## src/rtl/apb_gpio_v2.sv

```systemverilog
// APB GPIO controller: direction/output registers with atomic set/clear/toggle,
// per-pin debounced inputs, level/edge interrupts with sticky W1C status.
module apb_gpio_v2 #(
   parameter int APB_ADDR_WIDTH = 12,
   parameter int NUM_GPIO       = 32,
   parameter int PADCFG_BITS    = 5,
   parameter int DEB_WIDTH      = 8
) (
   input  logic                            HCLK,
   input  logic                            HRESET,
   input  logic [APB_ADDR_WIDTH-1:0]       PADDR,
   input  logic [31:0]                     PWDATA,
   input  logic                            PWRITE,
   input  logic                            PSEL,
   input  logic                            PENABLE,
   output logic [31:0]                     PRDATA,
   output logic                            PREADY,
   output logic                            PSLVERR,
   input  logic [NUM_GPIO-1:0]             gpio_in,
   output logic [NUM_GPIO-1:0]             gpio_out,
   output logic [NUM_GPIO-1:0]             gpio_dir,
   output logic [NUM_GPIO*PADCFG_BITS-1:0] gpio_padcfg,
   output logic                            interrupt
);

   localparam logic [4:0] R_DIR = 5'd0,  R_IN = 5'd1,  R_OUT = 5'd2,  R_INTEN = 5'd3;
   localparam logic [4:0] R_TYPE0 = 5'd4, R_TYPE1 = 5'd5, R_STATUS = 5'd6, R_SET = 5'd7;
   localparam logic [4:0] R_CLR = 5'd8, R_TGL = 5'd9, R_DEBEN = 5'd10, R_DEBCNT = 5'd11;
   localparam int         PAD_BASE = 16;
   localparam logic [DEB_WIDTH-1:0] CNT_ONE = 1;

   logic [4:0]                idx;
   logic                      mapped;
   logic                      wr;
   logic [NUM_GPIO-1:0]       wdata;
   logic                      unused_bits;

   logic [NUM_GPIO-1:0]       dir_q, out_q, inten_q, type0_q, type1_q, status_q, deben_q;
   logic [DEB_WIDTH-1:0]      debcnt_q;
   logic [NUM_GPIO-1:0]       padcfg_q [PADCFG_BITS];
   logic [NUM_GPIO-1:0]       sync_p0, sync_p1, in_f_p2, in_q_p3;
   logic [DEB_WIDTH-1:0]      cnt [NUM_GPIO];
   logic [NUM_GPIO-1:0]       filt_on;
   logic [NUM_GPIO-1:0]       event_hit;
   logic [NUM_GPIO-1:0]       clr_mask;

   function automatic logic [31:0] ext(input logic [NUM_GPIO-1:0] v);
      ext = '0;
      ext[NUM_GPIO-1:0] = v;
   endfunction

   assign idx         = PADDR[6:2];
   assign wdata       = PWDATA[NUM_GPIO-1:0];
   assign unused_bits = ^{PADDR, PWDATA};
   assign mapped      = (idx <= R_DEBCNT) ||
                        (int'(idx) >= PAD_BASE && int'(idx) < PAD_BASE + PADCFG_BITS);
   assign wr          = PSEL & PENABLE & PWRITE & mapped;
   assign PREADY      = 1'b1;
   assign PSLVERR     = PSEL & PENABLE & ~mapped;
   assign gpio_out    = out_q;
   assign gpio_dir    = dir_q;
   assign interrupt   = |status_q;
   assign filt_on     = deben_q & {NUM_GPIO{debcnt_q != '0}};
   assign clr_mask    = (wr && idx == R_STATUS) ? wdata : '0;

   always_ff @(posedge HCLK or posedge HRESET) begin
      if (HRESET) begin
         dir_q    <= '0;
         out_q    <= '0;
         inten_q  <= '0;
         type0_q  <= '0;
         type1_q  <= '0;
         deben_q  <= '0;
         debcnt_q <= '0;
         for (int k = 0; k < PADCFG_BITS; k++) padcfg_q[k] <= '0;
      end else if (wr) begin
         case (idx)
            R_DIR:    dir_q    <= wdata;
            R_OUT:    out_q    <= wdata;
            R_INTEN:  inten_q  <= wdata;
            R_TYPE0:  type0_q  <= wdata;
            R_TYPE1:  type1_q  <= wdata;
            R_SET:    out_q    <= out_q | wdata;
            R_CLR:    out_q    <= out_q & ~wdata;
            R_TGL:    out_q    <= out_q ^ wdata;
            R_DEBEN:  deben_q  <= wdata;
            R_DEBCNT: debcnt_q <= PWDATA[DEB_WIDTH-1:0];
            default: begin
               for (int k = 0; k < PADCFG_BITS; k++)
                  if (int'(idx) == PAD_BASE + k) padcfg_q[k] <= wdata;
            end
         endcase
      end
   end

   // Input stage: two-flop synchroniser, debounce filter, edge-detect delay
   always_ff @(posedge HCLK or posedge HRESET) begin
      if (HRESET) begin
         sync_p0 <= '0;
         sync_p1 <= '0;
         in_f_p2 <= '0;
         in_q_p3 <= '0;
         for (int i = 0; i < NUM_GPIO; i++) cnt[i] <= '0;
      end else begin
         sync_p0 <= gpio_in;
         sync_p1 <= sync_p0;
         in_q_p3 <= in_f_p2;
         for (int i = 0; i < NUM_GPIO; i++) begin
            if (!filt_on[i]) begin
               in_f_p2[i] <= sync_p1[i];
               cnt[i]     <= '0;
            end else if (sync_p1[i] == in_f_p2[i]) begin
               cnt[i] <= '0;
            end else if (cnt[i] >= debcnt_q) begin
               // >= keeps a pin from stalling if DEBCNT is lowered mid-count;
               // it also means cnt never exceeds DEBCNT, so it cannot wrap.
               in_f_p2[i] <= sync_p1[i];
               cnt[i]     <= '0;
            end else begin
               cnt[i] <= cnt[i] + CNT_ONE;
            end
         end
      end
   end

   always_comb begin
      event_hit = '0;
      for (int i = 0; i < NUM_GPIO; i++) begin
         case ({type1_q[i], type0_q[i]})
            2'b00:   event_hit[i] = in_f_p2[i];
            2'b01:   event_hit[i] = ~in_f_p2[i];
            2'b10:   event_hit[i] = in_f_p2[i] & ~in_q_p3[i];
            default: event_hit[i] = in_f_p2[i] ^ in_q_p3[i];
         endcase
      end
   end

   // Status stage: a new event in the same cycle as a W1C keeps the bit set
   always_ff @(posedge HCLK or posedge HRESET) begin
      if (HRESET) status_q <= '0;
      else        status_q <= (status_q & ~clr_mask) | (event_hit & inten_q);
   end

   always_comb begin
      PRDATA = '0;
      case (idx)
         R_DIR:    PRDATA = ext(dir_q);
         R_IN:     PRDATA = ext(in_f_p2);
         R_OUT:    PRDATA = ext(out_q);
         R_INTEN:  PRDATA = ext(inten_q);
         R_TYPE0:  PRDATA = ext(type0_q);
         R_TYPE1:  PRDATA = ext(type1_q);
         R_STATUS: PRDATA = ext(status_q);
         R_DEBEN:  PRDATA = ext(deben_q);
         R_DEBCNT: PRDATA[DEB_WIDTH-1:0] = debcnt_q;
         default: begin
            for (int k = 0; k < PADCFG_BITS; k++)
               if (int'(idx) == PAD_BASE + k) PRDATA = ext(padcfg_q[k]);
         end
      endcase
   end

   always_comb begin
      gpio_padcfg = '0;
      for (int i = 0; i < NUM_GPIO; i++)
         for (int k = 0; k < PADCFG_BITS; k++)
            gpio_padcfg[i*PADCFG_BITS + k] = padcfg_q[k][i];
   end

endmodule

```

## config.mk

```make
export PLATFORM = sky130hd
export DESIGN_NAME = apb_gpio_v2
export DESIGN_NICKNAME = d
export VERILOG_FILES = /design/src/rtl/apb_gpio_v2.sv
export SDC_FILE = /design/constraint.sdc
export NUM_CORES = 2
export LEC_CHECK = 0
export CORE_MARGIN = 2
export CORE_UTILIZATION = 55
export DETAILED_ROUTE_END_ITERATION = 10
export PLACE_DENSITY = 0.79
export SLEW_MARGIN = 10
export SYNTH_ARGS = -nofsm -noshare
export SYNTH_HDL_FRONTEND = slang
export SYNTH_SLANG_ARGS = --single-unit
```

## constraint.sdc

```tcl
create_clock -name HCLK -period 30 [get_ports HCLK]
set_clock_uncertainty 0.05 [all_clocks]
set_input_delay 6 -clock HCLK [delete_from_list [all_inputs] [get_ports HCLK]]
set_output_delay 6 -clock HCLK [all_outputs]
set_load 0.03 [all_outputs]
```

==> qor.txt <==
Wire length of the first global-routing pass - 200 mm
Clock root cell - sky130_fd_sc_hd__clkbuf_16
Clock latency at the later pin of the worst-skew pair - 650 ps
Clk slew on worst S/H paths - 60 ps
Count of instances resized after the clock tree is built - 0
Number of remaining DRC errors - 0
Leakage Power - 21.7 nW
Number of DRC violations after detailed-routing iteration 0 - 3379
Maximum vdd drop - 0.0378 mV
Type of the most critical hold path - reg2reg
Crit start category - input pin
Via-to-Cell Ratio - 6.31
Total wire length after detailed routing - 131 mm
Number of global-route vias before repair - 33700
Number of sinks handled by clock tree synthesis - 776
Category of the most critical setup path - in2out
Final Slew Violations - 0
Data arrival time of the critical path - 10440 ps
Setup crit end kind - output port
Nets - 4872
Post-synth EDFFs - 0
MaxCap Viol Count - 0
Floorplan die area - 78700 µm²
Headroom to the max-slew limit - 14.6%
Data required time of the critical path - 23950 ps
PwrDens - 55.9 nW/µm²
Hold-fix buffer count after cts - 0
Initial core utilization - 55.5%
Worst path cell trace - buf_2 > buf_4 > nand2b_1 > nor2_2 > buf_4 > a22o_1 > a2111oi_0 > a22oi_1 > clkdlybuf4s50_1
Number of cells traversed by the worst register-to-register path - 6
Final setup vio count - 0
Synthesized area divided by synthesized cell count - 10.3 µm²
Post-route clock period utilization - 55.0%
Hold Worst Slack - 278 ps
Number of cells on the worst hold path - 0
Async set-or-reset flop fraction in the synthesized netlist - 100%
Net Count, Synth - 4542
Setup TNS - 0 ps
Flip-flop count of the largest register after layout - 256
Max H-tree Level - 3
Share of the synthesized area in the top cell type - 46.2%
Number of optimization iterations in the first detailed-route pass - 9
Count of unique library cells instantiated by Yosys - 70
Main synth FF type - sky130_fd_sc_hd__dfrtp_1
Number of post-CTS setup repair buffers - 0
Slew at the pin closest to its max-slew limit - 1250 ps
Largest stage delay, worst path - 830 ps
CTS buffer count - 81
Maximum number of pins on one net before global-route repair - 128
RSZ-0062 raised after global routing - no
DP Wirelength - 90.2 mm
Maximum fanout along the worst path - 51
Die Y - 281 µm
Post-DR wirelength/cell - 24.1 µm
Gp weighted congestion - 0.971
Antenna violations before repair - 0
Clock tree from TritonCTS - yes
Upper clock frequency limit - 60.6 MHz
Sequential area share after synthesis - 46.2%
Total number of vias - 34400
Post-synthesis instance area - 42100 µm²
Top cells by area, synth - sky130_fd_sc_hd__dfrtp_1 46%, sky130_fd_sc_hd__ha_1 11%, sky130_fd_sc_hd__mux2_2 5.8%, sky130_fd_sc_hd__nand2_1 3.7%, sky130_fd_sc_hd__xor2_1 3.4%
Most used cell along the critical path - sky130_fd_sc_hd__buf_4
Total core area - 75800 µm²
Number of hold-slack violations in the final timing report - 0
Fraction of layout instances using a drive strength above 1 - 11.0%
Time the worst path needs with I/O delays and setup - 16490 ps
GRT overflow - 0
# fillers - 5802
Yosys Warn Count - 0
Antenna-violating nets left - 0
Total global-route track usage - 33.2%
Number of standard-cell rows in the floorplan - 101
Number of buffers inserted by port buffering - 331
Die width - 281 µm
Io pins - 340
Largest register by flop count - cnt
Gate count after technology mapping - 4077
Synth-to-Final Area Change - 16.8%
Buffers from clock root to sink, at most - 3
Most area-hungry cell type in the Yosys netlist - sky130_fd_sc_hd__dfrtp_1
FF+latch count, synth - 776
Worst-path cell with the longest stage delay - sky130_fd_sc_hd__nand2b_1
Outcome - finished clean
## cell usage after synthesis (48+ instances only)
master / count
sky130_fd_sc_hd__a21oi_1: 171
sky130_fd_sc_hd__a221oi_1: 67
sky130_fd_sc_hd__a22o_1: 48
sky130_fd_sc_hd__and3_1: 75
sky130_fd_sc_hd__clkbuf_1: 85
sky130_fd_sc_hd__dfrtp_1: 776
sky130_fd_sc_hd__ha_1: 384
sky130_fd_sc_hd__inv_1: 205
sky130_fd_sc_hd__mux2_2: 217
sky130_fd_sc_hd__nand2_1: 417
sky130_fd_sc_hd__nand3_1: 144
sky130_fd_sc_hd__nor2_1: 337
sky130_fd_sc_hd__o21ai_0: 239
sky130_fd_sc_hd__xnor2_1: 92
sky130_fd_sc_hd__xor2_1: 162
## cell type report
cell class / instances / area (µm²) / area share, %
multi-input combinational: 2945 / 21300 / 43.3
sequential: 776 / 19400 / 39.5
timing repair buffer: 398 / 3790 / 7.72
clock buffer: 112 / 2270 / 4.63
tap: 978 / 1220 / 2.49
inverter: 205 / 777 / 1.58
clock inverter: 29 / 353 / 0.718
antenna: 1 / 2.50 / 0.00509
## layout by cell type, fill, tap and decap left out, types with 26 or more instances in the layout
cell type / count
sky130_fd_sc_hd__o2bb2ai_1: 35
sky130_fd_sc_hd__o21ai_0: 239
sky130_fd_sc_hd__a21oi_1: 171
sky130_fd_sc_hd__ha_1: 384
sky130_fd_sc_hd__buf_4: 68
sky130_fd_sc_hd__nor2_1: 328
sky130_fd_sc_hd__nor2b_1: 37
sky130_fd_sc_hd__clkbuf_16: 81
sky130_fd_sc_hd__mux2_2: 217
sky130_fd_sc_hd__and3_1: 75
sky130_fd_sc_hd__dfrtp_1: 776
sky130_fd_sc_hd__inv_1: 204
sky130_fd_sc_hd__a221oi_1: 67
sky130_fd_sc_hd__o2111ai_1: 33
sky130_fd_sc_hd__nand3_1: 143
sky130_fd_sc_hd__and2_1: 34
sky130_fd_sc_hd__and4_1: 32
sky130_fd_sc_hd__o211ai_1: 34
sky130_fd_sc_hd__a22o_1: 48
sky130_fd_sc_hd__xnor2_1: 92
sky130_fd_sc_hd__a22oi_1: 26
sky130_fd_sc_hd__nand2_1: 414
sky130_fd_sc_hd__a21oi_2: 29
sky130_fd_sc_hd__xor2_1: 162
sky130_fd_sc_hd__a211oi_1: 46
sky130_fd_sc_hd__a211o_1: 32
sky130_fd_sc_hd__nand2b_1: 36
sky130_fd_sc_hd__clkdlybuf4s50_1: 326
## per-stage QoR
| step | area [µm²] | std cells | util [%] | setup WS [ps] | power (mW) |
|---|---|---|---|---|---|
| floorplan | 42100 | 4077 | - | 2170 | 1.50 |
| global placement | 46500 | 5302 | 61.3 | 13810 | 1.71 |
| detailed placement | 46500 | 5302 | 61.3 | 13830 | 1.73 |
| CTS | 49100 | 5443 | 64.8 | 13800 | 2.74 |
| global route | 49100 | 5443 | 64.8 | 13530 | 2.84 |
| finish | 49100 | 5444 | 64.8 | 13510 | 2.74 |
## worst paths after layout
path	startpoint	to	slack (ps)
max	PADDR[2]	PRDATA[27]	13510
min	sync_p0[2]$_DFF_PP0_	sync_p1[2]$_DFF_PP0_	280
max reg2reg	debcnt_q[6]$_DFFE_PP0P_	cnt[146]$_DFF_PP0_	27110
min reg2reg	sync_p0[2]$_DFF_PP0_	sync_p1[2]$_DFF_PP0_	280
max in group asynchronous	HRESET	cnt[217]$_DFF_PP0_	19880
min in group asynchronous	HRESET	gpio_padcfg[57]$_DFFE_PP0P_	5890
## report_power, final
part           leakage, nW  internal, mW  total, mW  switching (mW)
Clock                 1.29         0.582       1.01           0.431
Sequential            10.3          1.13       1.24           0.109
Combinational         10.2         0.192      0.496           0.304
Total                 21.7          1.90       2.74           0.845
## kinds of logic after synthesis
logic type / after synthesis / share of synthesized area [%]
simple gates: 1172 / 12.8
xor+xnor: 254 / 5.29
other cells: 1 / 0.00891
mux: 253 / 6.81
compound gates: 881 / 14.0
buf+inv: 356 / 3.50
flops: 776 / 46.2
fa+ha+maj: 384 / 11.4
## metal layers
| metal | global-route usage (%) | wire length [µm] | vias to the layer above |
|---|---|---|---|
| met5 | 0 | 0 | - |
| met4 | 20.4 | 9170 | 0 |
| met3 | 9.01 | 14500 | 535 |
| met2 | 50.5 | 57100 | 1925 |
| met1 | 42.2 | 50600 | 16700 |
| li1 | - | - | 15200 |
## critical path: cells and delay by family
| kind | cells | cell delay, ps |
|---|---|---|
| buf+inv | 4 | 2000 |
| compound gates | 3 | 1240 |
| simple gates | 2 | 1170 |
Note: power is estimated with default switching activity, not from simulation.
